<file path="src/rtl/axi4_rd_arbiter.sv">
// ---------------------------------------------------------------------------
// axi4_rd_arbiter
//   Two-master to one-slave AXI4 read arbiter. One burst is in flight at a
//   time: an AR request is granted in IDLE, replayed downstream from a holding
//   register in ADDR, and the R burst is routed back to the granted master in
//   DATA until the RLAST handshake.
//
// Ports
//   aclk, aresetn        clock (rising edge), asynchronous active-low reset
//   s0_* / s1_*          upstream slave ports: full AR and R channels, plus the
//                        write handshake signals, which are tied off here
//   m_*                  downstream master port: full AR and R channels, write
//                        channels driven idle, write responses ignored
// ---------------------------------------------------------------------------
module axi4_rd_arbiter #(
    parameter int N_BYTES    = 4,
    parameter int ADDR_WIDTH = 12,
    parameter int ID_WIDTH   = 4,
    parameter bit RR_EN      = 1'b1
) (
    input  logic                    aclk,
    input  logic                    aresetn,
    // upstream port 0
    input  logic                    s0_arvalid,
    output logic                    s0_arready,
    input  logic [ID_WIDTH-1:0]     s0_arid,
    input  logic [ADDR_WIDTH-1:0]   s0_araddr,
    input  logic [7:0]              s0_arlen,
    input  logic [2:0]              s0_arsize,
    input  logic [1:0]              s0_arburst,
    input  logic                    s0_arlock,
    input  logic [3:0]              s0_arcache,
    input  logic [2:0]              s0_arprot,
    input  logic [3:0]              s0_arqos,
    input  logic [3:0]              s0_arregion,
    input  logic                    s0_aruser,
    output logic                    s0_rvalid,
    input  logic                    s0_rready,
    output logic [ID_WIDTH-1:0]     s0_rid,
    output logic [8*N_BYTES-1:0]    s0_rdata,
    output logic [1:0]              s0_rresp,
    output logic                    s0_rlast,
    output logic                    s0_ruser,
    input  logic                    s0_awvalid,
    output logic                    s0_awready,
    input  logic                    s0_wvalid,
    output logic                    s0_wready,
    output logic                    s0_bvalid,
    input  logic                    s0_bready,
    output logic [ID_WIDTH-1:0]     s0_bid,
    output logic [1:0]              s0_bresp,
    output logic                    s0_buser,
    // upstream port 1
    input  logic                    s1_arvalid,
    output logic                    s1_arready,
    input  logic [ID_WIDTH-1:0]     s1_arid,
    input  logic [ADDR_WIDTH-1:0]   s1_araddr,
    input  logic [7:0]              s1_arlen,
    input  logic [2:0]              s1_arsize,
    input  logic [1:0]              s1_arburst,
    input  logic                    s1_arlock,
    input  logic [3:0]              s1_arcache,
    input  logic [2:0]              s1_arprot,
    input  logic [3:0]              s1_arqos,
    input  logic [3:0]              s1_arregion,
    input  logic                    s1_aruser,
    output logic                    s1_rvalid,
    input  logic                    s1_rready,
    output logic [ID_WIDTH-1:0]     s1_rid,
    output logic [8*N_BYTES-1:0]    s1_rdata,
    output logic [1:0]              s1_rresp,
    output logic                    s1_rlast,
    output logic                    s1_ruser,
    input  logic                    s1_awvalid,
    output logic                    s1_awready,
    input  logic                    s1_wvalid,
    output logic                    s1_wready,
    output logic                    s1_bvalid,
    input  logic                    s1_bready,
    output logic [ID_WIDTH-1:0]     s1_bid,
    output logic [1:0]              s1_bresp,
    output logic                    s1_buser,
    // downstream port
    output logic                    m_arvalid,
    input  logic                    m_arready,
    output logic [ID_WIDTH-1:0]     m_arid,
    output logic [ADDR_WIDTH-1:0]   m_araddr,
    output logic [7:0]              m_arlen,
    output logic [2:0]              m_arsize,
    output logic [1:0]              m_arburst,
    output logic                    m_arlock,
    output logic [3:0]              m_arcache,
    output logic [2:0]              m_arprot,
    output logic [3:0]              m_arqos,
    output logic [3:0]              m_arregion,
    output logic                    m_aruser,
    input  logic                    m_rvalid,
    output logic                    m_rready,
    input  logic [ID_WIDTH-1:0]     m_rid,
    input  logic [8*N_BYTES-1:0]    m_rdata,
    input  logic [1:0]              m_rresp,
    input  logic                    m_rlast,
    input  logic                    m_ruser,
    output logic                    m_awvalid,
    input  logic                    m_awready,
    output logic [ID_WIDTH-1:0]     m_awid,
    output logic [ADDR_WIDTH-1:0]   m_awaddr,
    output logic [7:0]              m_awlen,
    output logic [2:0]              m_awsize,
    output logic [1:0]              m_awburst,
    output logic                    m_awlock,
    output logic [3:0]              m_awcache,
    output logic [2:0]              m_awprot,
    output logic [3:0]              m_awqos,
    output logic [3:0]              m_awregion,
    output logic                    m_awuser,
    output logic                    m_wvalid,
    input  logic                    m_wready,
    output logic [8*N_BYTES-1:0]    m_wdata,
    output logic [N_BYTES-1:0]      m_wstrb,
    output logic                    m_wlast,
    output logic                    m_wuser,
    input  logic                    m_bvalid,
    output logic                    m_bready,
    input  logic [ID_WIDTH-1:0]     m_bid,
    input  logic [1:0]              m_bresp,
    input  logic                    m_buser
);

    typedef enum logic [1:0] {
        ST_IDLE = 2'd0,
        ST_ADDR = 2'd1,
        ST_DATA = 2'd2
    } st_t;

    typedef struct packed {
        logic [ID_WIDTH-1:0]   id;
        logic [ADDR_WIDTH-1:0] addr;
        logic [7:0]            len;
        logic [2:0]            size;
        logic [1:0]            burst;
        logic                  lock;
        logic [3:0]            cache;
        logic [2:0]            prot;
        logic [3:0]            qos;
        logic [3:0]            region;
        logic                  user;
    } ar_t;

    st_t  st_r, st_nxt_s;
    logic g_r, g_nxt_s;          // granted port for the burst in flight
    logic lw_r, lw_nxt_s;        // last winner, drives round-robin priority
    ar_t  ar_r, ar_nxt_s;        // AR holding register replayed in ADDR
    ar_t  s0_ar_s, s1_ar_s;
    logic win_s;                 // arbitration winner this cycle (0/1)
    logic grant_s;               // an AR handshake happens upstream this cycle
    logic sel0_s, sel1_s;        // R channel steered to port 0 / port 1
    logic unused_s;

    assign s0_ar_s = {s0_arid, s0_araddr, s0_arlen, s0_arsize, s0_arburst, s0_arlock,
                      s0_arcache, s0_arprot, s0_arqos, s0_arregion, s0_aruser};
    assign s1_ar_s = {s1_arid, s1_araddr, s1_arlen, s1_arsize, s1_arburst, s1_arlock,
                      s1_arcache, s1_arprot, s1_arqos, s1_arregion, s1_aruser};

    // Winner selection: a lone requester wins; on contention round-robin
    // picks the port that did not win last, fixed priority picks port 0.
    always_comb begin
        win_s = 1'b0;
        if (s0_arvalid && s1_arvalid) begin
            win_s = RR_EN ? ~lw_r : 1'b0;
        end else begin
            win_s = s1_arvalid;
        end
    end

    // Next-state logic for the burst FSM and its grant/holding registers.
    always_comb begin
        st_nxt_s = st_r;
        g_nxt_s  = g_r;
        lw_nxt_s = lw_r;
        ar_nxt_s = ar_r;
        grant_s  = 1'b0;
        case (st_r)
            ST_IDLE: begin
                if (s0_arvalid || s1_arvalid) begin
                    grant_s  = 1'b1;
                    g_nxt_s  = win_s;
                    lw_nxt_s = win_s;
                    ar_nxt_s = win_s ? s1_ar_s : s0_ar_s;
                    st_nxt_s = ST_ADDR;
                end else begin
                    st_nxt_s = ST_IDLE;
                end
            end
            ST_ADDR: begin
                if (m_arready) begin
                    st_nxt_s = ST_DATA;
                end else begin
                    st_nxt_s = ST_ADDR;
                end
            end
            ST_DATA: begin
                if (m_rvalid && m_rready && m_rlast) begin
                    st_nxt_s = ST_IDLE;
                end else begin
                    st_nxt_s = ST_DATA;
                end
            end
            default: begin
                st_nxt_s = ST_IDLE;
            end
        endcase
    end

    // State, grant and holding registers; port 0 has first priority after reset.
    always_ff @(posedge aclk or negedge aresetn) begin
        if (!aresetn) begin
            st_r <= ST_IDLE;
            g_r  <= 1'b0;
            lw_r <= 1'b1;
            ar_r <= '0;
        end else begin
            st_r <= st_nxt_s;
            g_r  <= g_nxt_s;
            lw_r <= lw_nxt_s;
            ar_r <= ar_nxt_s;
        end
    end

    // AR: upstream ready is a single-cycle combinational pulse to the winner;
    // downstream AR comes straight from the holding register.
    assign s0_arready = grant_s & ~win_s;
    assign s1_arready = grant_s & win_s;
    assign m_arvalid  = (st_r == ST_ADDR);
    assign m_arid     = ar_r.id;
    assign m_araddr   = ar_r.addr;
    assign m_arlen    = ar_r.len;
    assign m_arsize   = ar_r.size;
    assign m_arburst  = ar_r.burst;
    assign m_arlock   = ar_r.lock;
    assign m_arcache  = ar_r.cache;
    assign m_arprot   = ar_r.prot;
    assign m_arqos    = ar_r.qos;
    assign m_arregion = ar_r.region;
    assign m_aruser   = ar_r.user;

    // R: zero-latency steering to the granted port only while in DATA, so
    // beats offered in IDLE/ADDR are never accepted.
    assign sel0_s    = (st_r == ST_DATA) && (g_r == 1'b0);
    assign sel1_s    = (st_r == ST_DATA) && (g_r == 1'b1);
    assign m_rready  = (sel0_s & s0_rready) | (sel1_s & s1_rready);

    assign s0_rvalid = sel0_s & m_rvalid;
    assign s0_rid    = sel0_s ? m_rid   : '0;
    assign s0_rdata  = sel0_s ? m_rdata : '0;
    assign s0_rresp  = sel0_s ? m_rresp : 2'b00;
    assign s0_rlast  = sel0_s & m_rlast;
    assign s0_ruser  = sel0_s & m_ruser;

    assign s1_rvalid = sel1_s & m_rvalid;
    assign s1_rid    = sel1_s ? m_rid   : '0;
    assign s1_rdata  = sel1_s ? m_rdata : '0;
    assign s1_rresp  = sel1_s ? m_rresp : 2'b00;
    assign s1_rlast  = sel1_s & m_rlast;
    assign s1_ruser  = sel1_s & m_ruser;

    // Write channels are not supported: everything held idle.
    assign s0_awready = 1'b0;
    assign s0_wready  = 1'b0;
    assign s0_bvalid  = 1'b0;
    assign s0_bid     = '0;
    assign s0_bresp   = 2'b00;
    assign s0_buser   = 1'b0;
    assign s1_awready = 1'b0;
    assign s1_wready  = 1'b0;
    assign s1_bvalid  = 1'b0;
    assign s1_bid     = '0;
    assign s1_bresp   = 2'b00;
    assign s1_buser   = 1'b0;

    assign m_awvalid  = 1'b0;
    assign m_awid     = '0;
    assign m_awaddr   = '0;
    assign m_awlen    = 8'd0;
    assign m_awsize   = 3'd0;
    assign m_awburst  = 2'd0;
    assign m_awlock   = 1'b0;
    assign m_awcache  = 4'd0;
    assign m_awprot   = 3'd0;
    assign m_awqos    = 4'd0;
    assign m_awregion = 4'd0;
    assign m_awuser   = 1'b0;
    assign m_wvalid   = 1'b0;
    assign m_wdata    = '0;
    assign m_wstrb    = '0;
    assign m_wlast    = 1'b0;
    assign m_wuser    = 1'b0;
    assign m_bready   = 1'b0;

    assign unused_s = ^{s0_awvalid, s0_wvalid, s0_bready, s1_awvalid, s1_wvalid, s1_bready,
                        m_awready, m_wready, m_bvalid, m_bid, m_bresp, m_buser};

endmodule

</file>
<file path="config.mk">
export PLATFORM = sky130hd
export DESIGN_NAME = axi4_rd_arbiter
export DESIGN_NICKNAME = d
export VERILOG_FILES = /design/src/rtl/axi4_rd_arbiter.sv
export SDC_FILE = /design/constraint.sdc
export NUM_CORES = 1
export LEC_CHECK = 0
export BUFFER_PORTS_ARGS = -buffer_cell sky130_fd_sc_hd__buf_4
export CAP_MARGIN = 20
export CORE_AREA = 2 2 155 157
export DETAILED_ROUTE_END_ITERATION = 12
export DIE_AREA = 0 0 157 159
export PLACE_DENSITY_LB_ADDON = 0.05
export REMOVE_ABC_BUFFERS = 1
export SLEW_MARGIN = 30
export SYNTH_ARGS = -nofsm -noshare
export SYNTH_HDL_FRONTEND = slang
export SYNTH_SLANG_ARGS = --single-unit
</file>
<file path="constraint.sdc">
create_clock -name aclk -period 1.5 [get_ports aclk]
set_input_delay 0.15 -clock aclk [delete_from_list [all_inputs] [get_ports aclk]]
set_output_delay 0.15 -clock aclk [all_outputs]
set_load 0.05 [all_outputs]
</file>
# --- Word-level counts from Yosys, hierarchy flattened ---
# Cells that the tools add are included.
op_classes:
  n_eq_ne: 2
  bitwise: 14
  n_mux: 14
  reduce_logical: 8
op_table:
  columns: ["cell", "count"]
  rows:
  - ["two-way mux 32 bit", 2]
  - ["two-way mux 46 bit", 1]
  - ["AND 1 bit", 10]
  - ["two-way mux 2 bit", 4]
  - ["two-way mux 4 bit", 2]
  - ["one-hot mux 2 bit (3 select lines)", 1]
  - ["logical AND 1 bit", 5]
  - ["two-way mux 1 bit", 4]
  - ["inverter 1 bit", 3]
  - ["equality test 2 x 1 -> 1 bit, second input constant", 1]
  - ["equality test 2 bit, second input constant", 1]
  - ["logical NOT 2 bit", 1]
  - ["AND reduction 2 bit", 1]
  - ["logical OR 1 bit", 1]
  - ["bitwise OR 1 bit", 1]
totals:
  word_cells: 52
  register_bits: 50
  output_inout_bits: 239
  input_bits: 156

# --- Logic depth before layout (Yosys ltp) ---
# Gate-level depths: netlist of the first run.
depth:
  depth_word: 8
  ltp_mapped: 5
  mapped_depth_nobuf: 4

# --- Worst setup path after synthesis of the first run ---
# Ideal clock, no wire load.
synth_timing:
  path_type: "register to output"
  start: "register st_r[0]"
  end: "output port s1_rdata[0]"
  slack_ns: -0.030
  path_stages_with_launch: 5
  arrival_ns: 1.380
  required_ns: 1.350
  path_cell_list: "dfrtp_1 -> nand2b_1 -> nor2_1 -> clkbuf_2 -> and2_1"
synth_via:
  elab_chain_cells: 3
synth_lines:
  columns: ["item", "line_no", "source"]
  rows:
  - ["start, declared", "150", "st_t st_r, st_nxt_s;"]
  - ["start signal, assigned", "223", "st_r <= st_nxt_s;"]
  - ["equality test 2 bit", "250", "assign sel1_s = (st_r == ST_DATA) && (g_r == 1'b1);"]
  - ["logical AND 1 bit", "250", null]
  - ["two-way mux 32 bit", "262", "assign s1_rdata = sel1_s ? m_rdata : '0;"]
  - ["end, declared", "70", "output logic [8*N_BYTES-1:0] s1_rdata,"]
# No other way between the ends.

# --- Worst setup path in the final report of the first run ---
layout_timing:
  start: "register st_r[0]"
  end: "output port s0_rdata[29]"
layout_via:
  elab_chain_cells: 3
layout_lines:
  columns: ["item", "line_no", "source"]
  rows:
  - ["equality test 2 bit", "249", "assign sel0_s = (st_r == ST_DATA) && (g_r == 1'b0);"]
  - ["logical AND 1 bit", "249", null]
  - ["two-way mux 32 bit", "255", "assign s0_rdata = sel0_s ? m_rdata : '0;"]
  - ["end, declared", "40", "output logic [8*N_BYTES-1:0] s0_rdata,"]
# No other way between the ends.

==> flow_summary.yaml, run 1 <==
setup_path:
  crit_required_ns: 1.35
  worstPathCellList: "nand2b_4 -> nor2_4 -> buf_6 -> clkbuf_16 -> and2_4 -> buf_8"
  crit_path_top_delay_cell: "dfrtp_1"
  arrival_ns: 1.55
  crit_type: "flop to output pin"
  start_kind: "flop"
  critPathMaxFanout: 7
  critPathCaptureType: "output pin"
  max_stage_delay_ns: 0.39
die:
  die_area_um2: 24960
  ios: 395
  fp.dieH_um: 159
  coreArea_um2: 23190
  start_util_pct: 16.54
  rows: 56
  fp.dieW_um: 157
synth:
  seq_area_frac_synth_pct: 32.66
  synth-async-reset-ratio_pct: 100.0
  ys_ff_latch: 50
  synth_area_leaders: "dfrtp_1 32%, buf_4 21%, and2_1 13%"
  syn_avg_cell_area_um2: 8.091
  synth_area_leader_cell: "dfrtp_1"
  synth_cell_type_count: 23
  synth-edff-count: 0
  ys.warnings.count: 0
  synthCells: 474
  synth.top_cell.area_share_pct: 31.97
  syn-cell-area_um2: 3835
  synth_ff_type: "dfrtp_1"
  yosysMostFrequentCell: "buf_4"
  yosys-top-cells-count: "107 x buf_4, 96 x inv_1, 82 x and2_1"
grt:
  overflow: 0
  antenna_found_initial: 1
  grt_max_degree: 31
  grt_pass1_vias: 3997
  grt_pass1_wl_um: 23120
  grt_usage_pct: 11.81
job:
  maxCapViolCount: 0
layout:
  layout.nets: 904
  finalNonFillerCells: 1069
  fillers: 2483
  syn_to_final_growth_pct: 77.85
  seq_area_um2: 1254
  fin_util_pct: 29.41
  drive_gt1_share_pct: 47.66
  multiInputGateArea_um2: 1832
run_status:
  violations: "negative setup slack"
  status: "finished, violations left"
clock_tree:
  cts.sinks: 50
  clk_latency_ns: 0.30
  clk_pin_slew_ns: 0.07
  h-tree-depth: 2
  cts_tree: "done"
  cts_root_buffer: "clkbuf_16"
  cts_inserted_buffers: 5
  cts_buffer_depth: 2
timing:
  finalHoldViolCount: 0
  setup_violations: 85
  setup_slack_ns: -0.1956
  final_max_slew_viol_count: 0
  finClkSkew_ns: 0.006575
  grt_setup_unrepaired: "yes"
  min_period_ns: 1.696
  finalCritPeriodShare_pct: 113.0
  fmax_mhz: 589.8
  timing.hold.ws_ns: 0.04556
power_and_ir_drop:
  finalPower_uw: 12810
  ir_drop_uv: 531.1
  power.leakage_uw: 0.003689
  powerDensity_nw_per_um2: 1878
routing:
  drtIter0Drc: 104
  drtAntennaViolNets: 0
  avgRoutedWirePerCell_um: 14.56
  vias_per_cell: 3.628
  drc: 0
  via_count: 3878
  wl_um: 15570
  dr.pass1.iters: 4
min_path:
  hp-class: "input port to flop"
place:
  dp_hpwl_um: 11840
  port_buffers: 271
  dp.cells: 1052
  place.gp.congestion: 0.7038
[path summary, 6_finish.rpt]
path	start	endpoint	slack, ns	depth (start not counted)
setup / recovery	st_r[0]	s0_rdata[29]	-0.20	6
hold / removal	m_arready	st_r[0]	0.05	2
setup reg to reg	st_r[0]	m_arprot[2]	0.04	6
hold reg to reg	m_arlen[2]	m_arlen[2]	0.50	2
max in group asynchronous	aresetn	m_araddr[7]	0.72	3
min in group asynchronous	aresetn	m_arlen[0]	0.26	2
[cell type report]
| cell class | instances | area share (%) |
|---|---|---|
| timing repair buffer | 295 | 41.22 |
| multi-input combinational | 300 | 26.86 |
| sequential | 50 | 18.38 |
| tap | 319 | 5.852 |
| inverter | 96 | 5.283 |
| clock buffer | 7 | 2.238 |
| clock inverter | 1 | 0.1284 |
| antenna | 1 | 0.03669 |
[worst max-delay path, delay by kind of cell, from the launching register on]
family	cells	cell delay, ns
AND/OR/NAND/NOR	3	0.44
buffers and inverters	3	0.43
flip-flops	1	0.39
[power breakdown]
part | leakage, uW | internal, uW | switching, uW
Combinational | 0.00299 | 3130 | 6000
Clock | 0.0000801 | 715 | 567
Sequential | 0.000615 | 2020 | 383
[per-stage QoR]
stage,setup TNS [ns],setup slack [ns],cell area (um2)
after floorplan,-72.74,-0.7534,3276
after global placement,0,0.02025,5924
after detailed placement,-0.02744,-0.01927,5924
after CTS,-14.86,-0.2054,6531
after global routing,-21.09,-0.2687,6818
final,-13.53,-0.1956,6820
[cell usage in the layout, fill, tap and decap left out, types with 3 or more instances in the layout]
cell	count
o21ai_1	40
nor2_4	3
dfrtp_1	48
and2_1	46
clkbuf_16	6
buf_6	51
inv_1	95
buf_8	37
a21o_1	3
o221ai_1	46
and2_4	36
buf_12	7
buf_4	197
o21ai_2	6
conb_1	107
[flip-flops by register name, indices dropped and copies added (netlist names)]
register and flops:
m_araddr 12, lw_r 1, m_arprot 3, m_arregion 4, m_aruser 1, m_arlock 1, m_arsize 3, g_r 1
m_arqos 4, st_r 2, m_arburst 2, m_arlen 8, m_arcache 4, m_arid 4
[what timing repair did]
item / CTS / global route
resized for setup: 100 / 87
hold endpoints to repair: 16 / 0
hold buffers: 1 / 0
setup endpoints to repair: 85 / 116
cloned: 1 / 1
setup buffers: 5 / 0
pin swaps: 2 / 7
[cells by family (layout without fill, tap and decap cells)]
group | count (synthesis) | in the layout | share of synthesized area (%)
compound gates | 98 | 98 | 17.52
buf+inv | 230 | 399 | 34.36
flops | 50 | 50 | 32.66
mux | 1 | 1 | 0.2936
other cells | 1 | 108 | 0.09779
simple gates | 94 | 94 | 15.07
[routing by layer]
metal | share of wire (%) | global-route usage (%) | vias to the layer above
met3 | 8.9 | 3.947 | 12
met2 | 53 | 21.41 | 219
li1 | - | - | 1836
met4 | 1.7 | 3.128 | 0
met5 | 0 | 0 | -
met1 | 37 | 13.06 | 1811
(Power assumes the default switching activity.)
==> run 2: changes to the inputs <==
Settings changed: PLACE_DENSITY set to 0.43, PLACE_DENSITY_LB_ADDON 0.05 to unset.
==> run 2 against run 1 <==
Against the previous run: the run still ends with negative setup slack left; power up 3.3%; final area rose by 3.7%; final cell count grew 0.37%; routed wire length fell by 2.6%; die area stayed put; clock skew grew 0.0081 ns; register-to-register slack got worse by 0.11 ns; sequential power about the same; flip-flop and latch count did not move; clock power is 10% higher.
==> flow_summary.yaml, run 2 (synthesis gave the netlist of run 1 again) <==
layout:
  largest_register_ffs: 12
  layout.nets: 909
  final_common_cell: "buf_4"
  syn_to_final_growth_pct: 84.34
  diodes: 0
  final_cell_mix: "194 x buf_4, 107 x conb_1, 94 x inv_1, 51 x buf_8, 50 x and2_4"
  drive_gt1_share_pct: 50.40
  finalNonFillerCells: 1073
  fillers: 2504
grt:
  grt_max_degree: 29
  grt_pass1_vias: 3801
  met2_usage_pct: 20.95
  busiest_layer: "met2"
  grt_pass1_wl_um: 21260
  grt_usage_pct: 11.11
  use_met3_pct: 2.477
  antenna_found_initial: 0
  met1_usage_pct: 12.55
  overflow: 0
routing:
  wl_um: 15160
  avgRoutedWirePerCell_um: 14.13
  dr.pass1.iters: 4
  drc: 0
  vias_per_cell: 3.649
  via_count: 3915
  drtIter0Drc: 98
  drtAntennaViolNets: 0
min_path:
  holdPathEnd: "st_r[0]"
  min_path_cells: 2
  hp-class: "input port to flop"
  hp-start: "m_arready"
setup_path:
  r2r_slack_ns: -0.07
  critPathMaxFanout: 5
  crit_type: "flop to output pin"
  reg2reg_from: "st_r[0]"
  rr_worst_depth: 6
  critPathCaptureType: "output pin"
  r2r_end: "m_arcache[0]"
  crit_required_ns: 1.35
  arrival_ns: 1.55
  start_kind: "flop"
die:
  coreArea_um2: 23190
  die_area_um2: 24960
  fp.dieW_um: 157
  fp.dieH_um: 159
  rows: 56
  ios: 395
  start_util_pct: 16.54
power_and_ir_drop:
  ir_drop_uv: 636.6
  powerDensity_nw_per_um2: 1871
  power.leakage_uw: 0.003784
  finalPower_uw: 13230
run_status:
  status: "finished, violations left"
  violations: "negative setup slack"
place:
  place.gp.congestion: 0.6970
  dp_hpwl_um: 11090
  port_buffers: 271
  dp.cells: 1048
timing:
  finalHoldViolCount: 0
  timing.hold.ws_ns: 0.06241
  finalCritPeriodShare_pct: 113.3
  finClkSkew_ns: 0.01470
  setup_violations: 131
  fmax_mhz: 588.4
  grt_setup_unrepaired: "yes"
  final_max_slew_viol_count: 0
  min_period_ns: 1.699
  setup_slack_ns: -0.1995
clock_tree:
  cts_root_buffer: "clkbuf_16"
  h-tree-depth: 2
  cts_tree: "done"
  clk_latency_ns: 0.30
  clk_pin_slew_ns: 0.06
  cts_inserted_buffers: 5
  cts.sinks: 50
  cts_buffer_depth: 2
job:
  maxCapViolCount: 0
==> run 2: changes by cell type in the layout (fill, tap and decap cells not counted), moves of 3 or more <==
cell	previous run	this run
buf_12	7	10
buf_6	51	40
and2_4	36	50
and2_1	46	32
buf_4	197	194
buf_8	37	51
==> run 2: where the power goes <==
| part | internal [uW] | switching [uW] | total (uW) | leakage [uW] |
|---|---|---|---|---|
| clock | 841 | 567 | 1410 | 0.0000875 |
| combinational | 3340 | 6070 | 9410 | 0.00308 |
| sequential | 2020 | 393 | 2410 | 0.000614 |
| total | 6200 | 7030 | 13200 | 0.00378 |
==> run 2: layer usage <==
| metal | routed length, um | up-vias |
|---|---|---|
| met5 | 0 | - |
| met4 | 135 | 0 |
| met3 | 1182 | 6 |
| met2 | 8489 | 225 |
| met1 | 5356 | 1834 |
| li1 | - | 1850 |
==> run 2: final cells by class <==
type	instances	area (um2)	share of cell area, %
repair buffers	300	2985	42.23
multi-input cells	300	1887	26.69
flip-flops and latches	50	1255	17.75
well taps	319	399.1	5.646
inverters	96	365.4	5.168
clock buffers	6	138.9	1.965
clock inverters	2	38.79	0.5487
==> run 2: how the worst max path moves through the flow <==
| stage | start | to | slack [ns] | cells past startpoint |
|---|---|---|---|---|
| floorplan | lw_r | g_r | -0.75 | 4 |
| global placement | st_r[0] | s0_rlast | -0.03 | 5 |
| detailed placement | st_r[0] | s0_rlast | -0.04 | 5 |
| CTS | st_r[0] | s1_rdata[18] | -0.23 | 6 |
| global route | st_r[0] | s1_rid[0] | -0.28 | 6 |
| finish | st_r[0] | s1_rid[0] | -0.20 | 6 |
==> run 2: what timing repair did <==
action                                  CTS  global route
endpoints found under the hold margin    22             0
buffers inserted                          4             5
gates cloned                              2             5
pin swaps                                 2            35
gates resized for setup                 101           126
endpoints found under the setup margin   85           132
hold buffers                              1             0
==> run 2: critical path, cell delays in order, from the launching register on <==
cell and delay (ns):
dfrtp_1 0.38, nand2b_4 0.18, nor2_4 0.11, buf_6 0.16, clkbuf_16 0.16, and2_4 0.14, buf_8 0.14
==> run 2: stage by stage <==
| stage | setup slack (ns) | TNS, ns | instance area, um2 | utilization, % |
|---|---|---|---|---|
| finish | -0.1995 | -14.68 | 7069 | 30.48 |
| global route | -0.2768 | -25.13 | 7069 | 30.48 |
| CTS | -0.2292 | -19.04 | 6531 | 28.16 |
| detailed placement | -0.03926 | -0.7614 | 5919 | 25.52 |
| global placement | -0.03482 | -0.7237 | 5919 | 25.52 |
| floorplan | -0.7534 | -72.74 | 3276 | - |
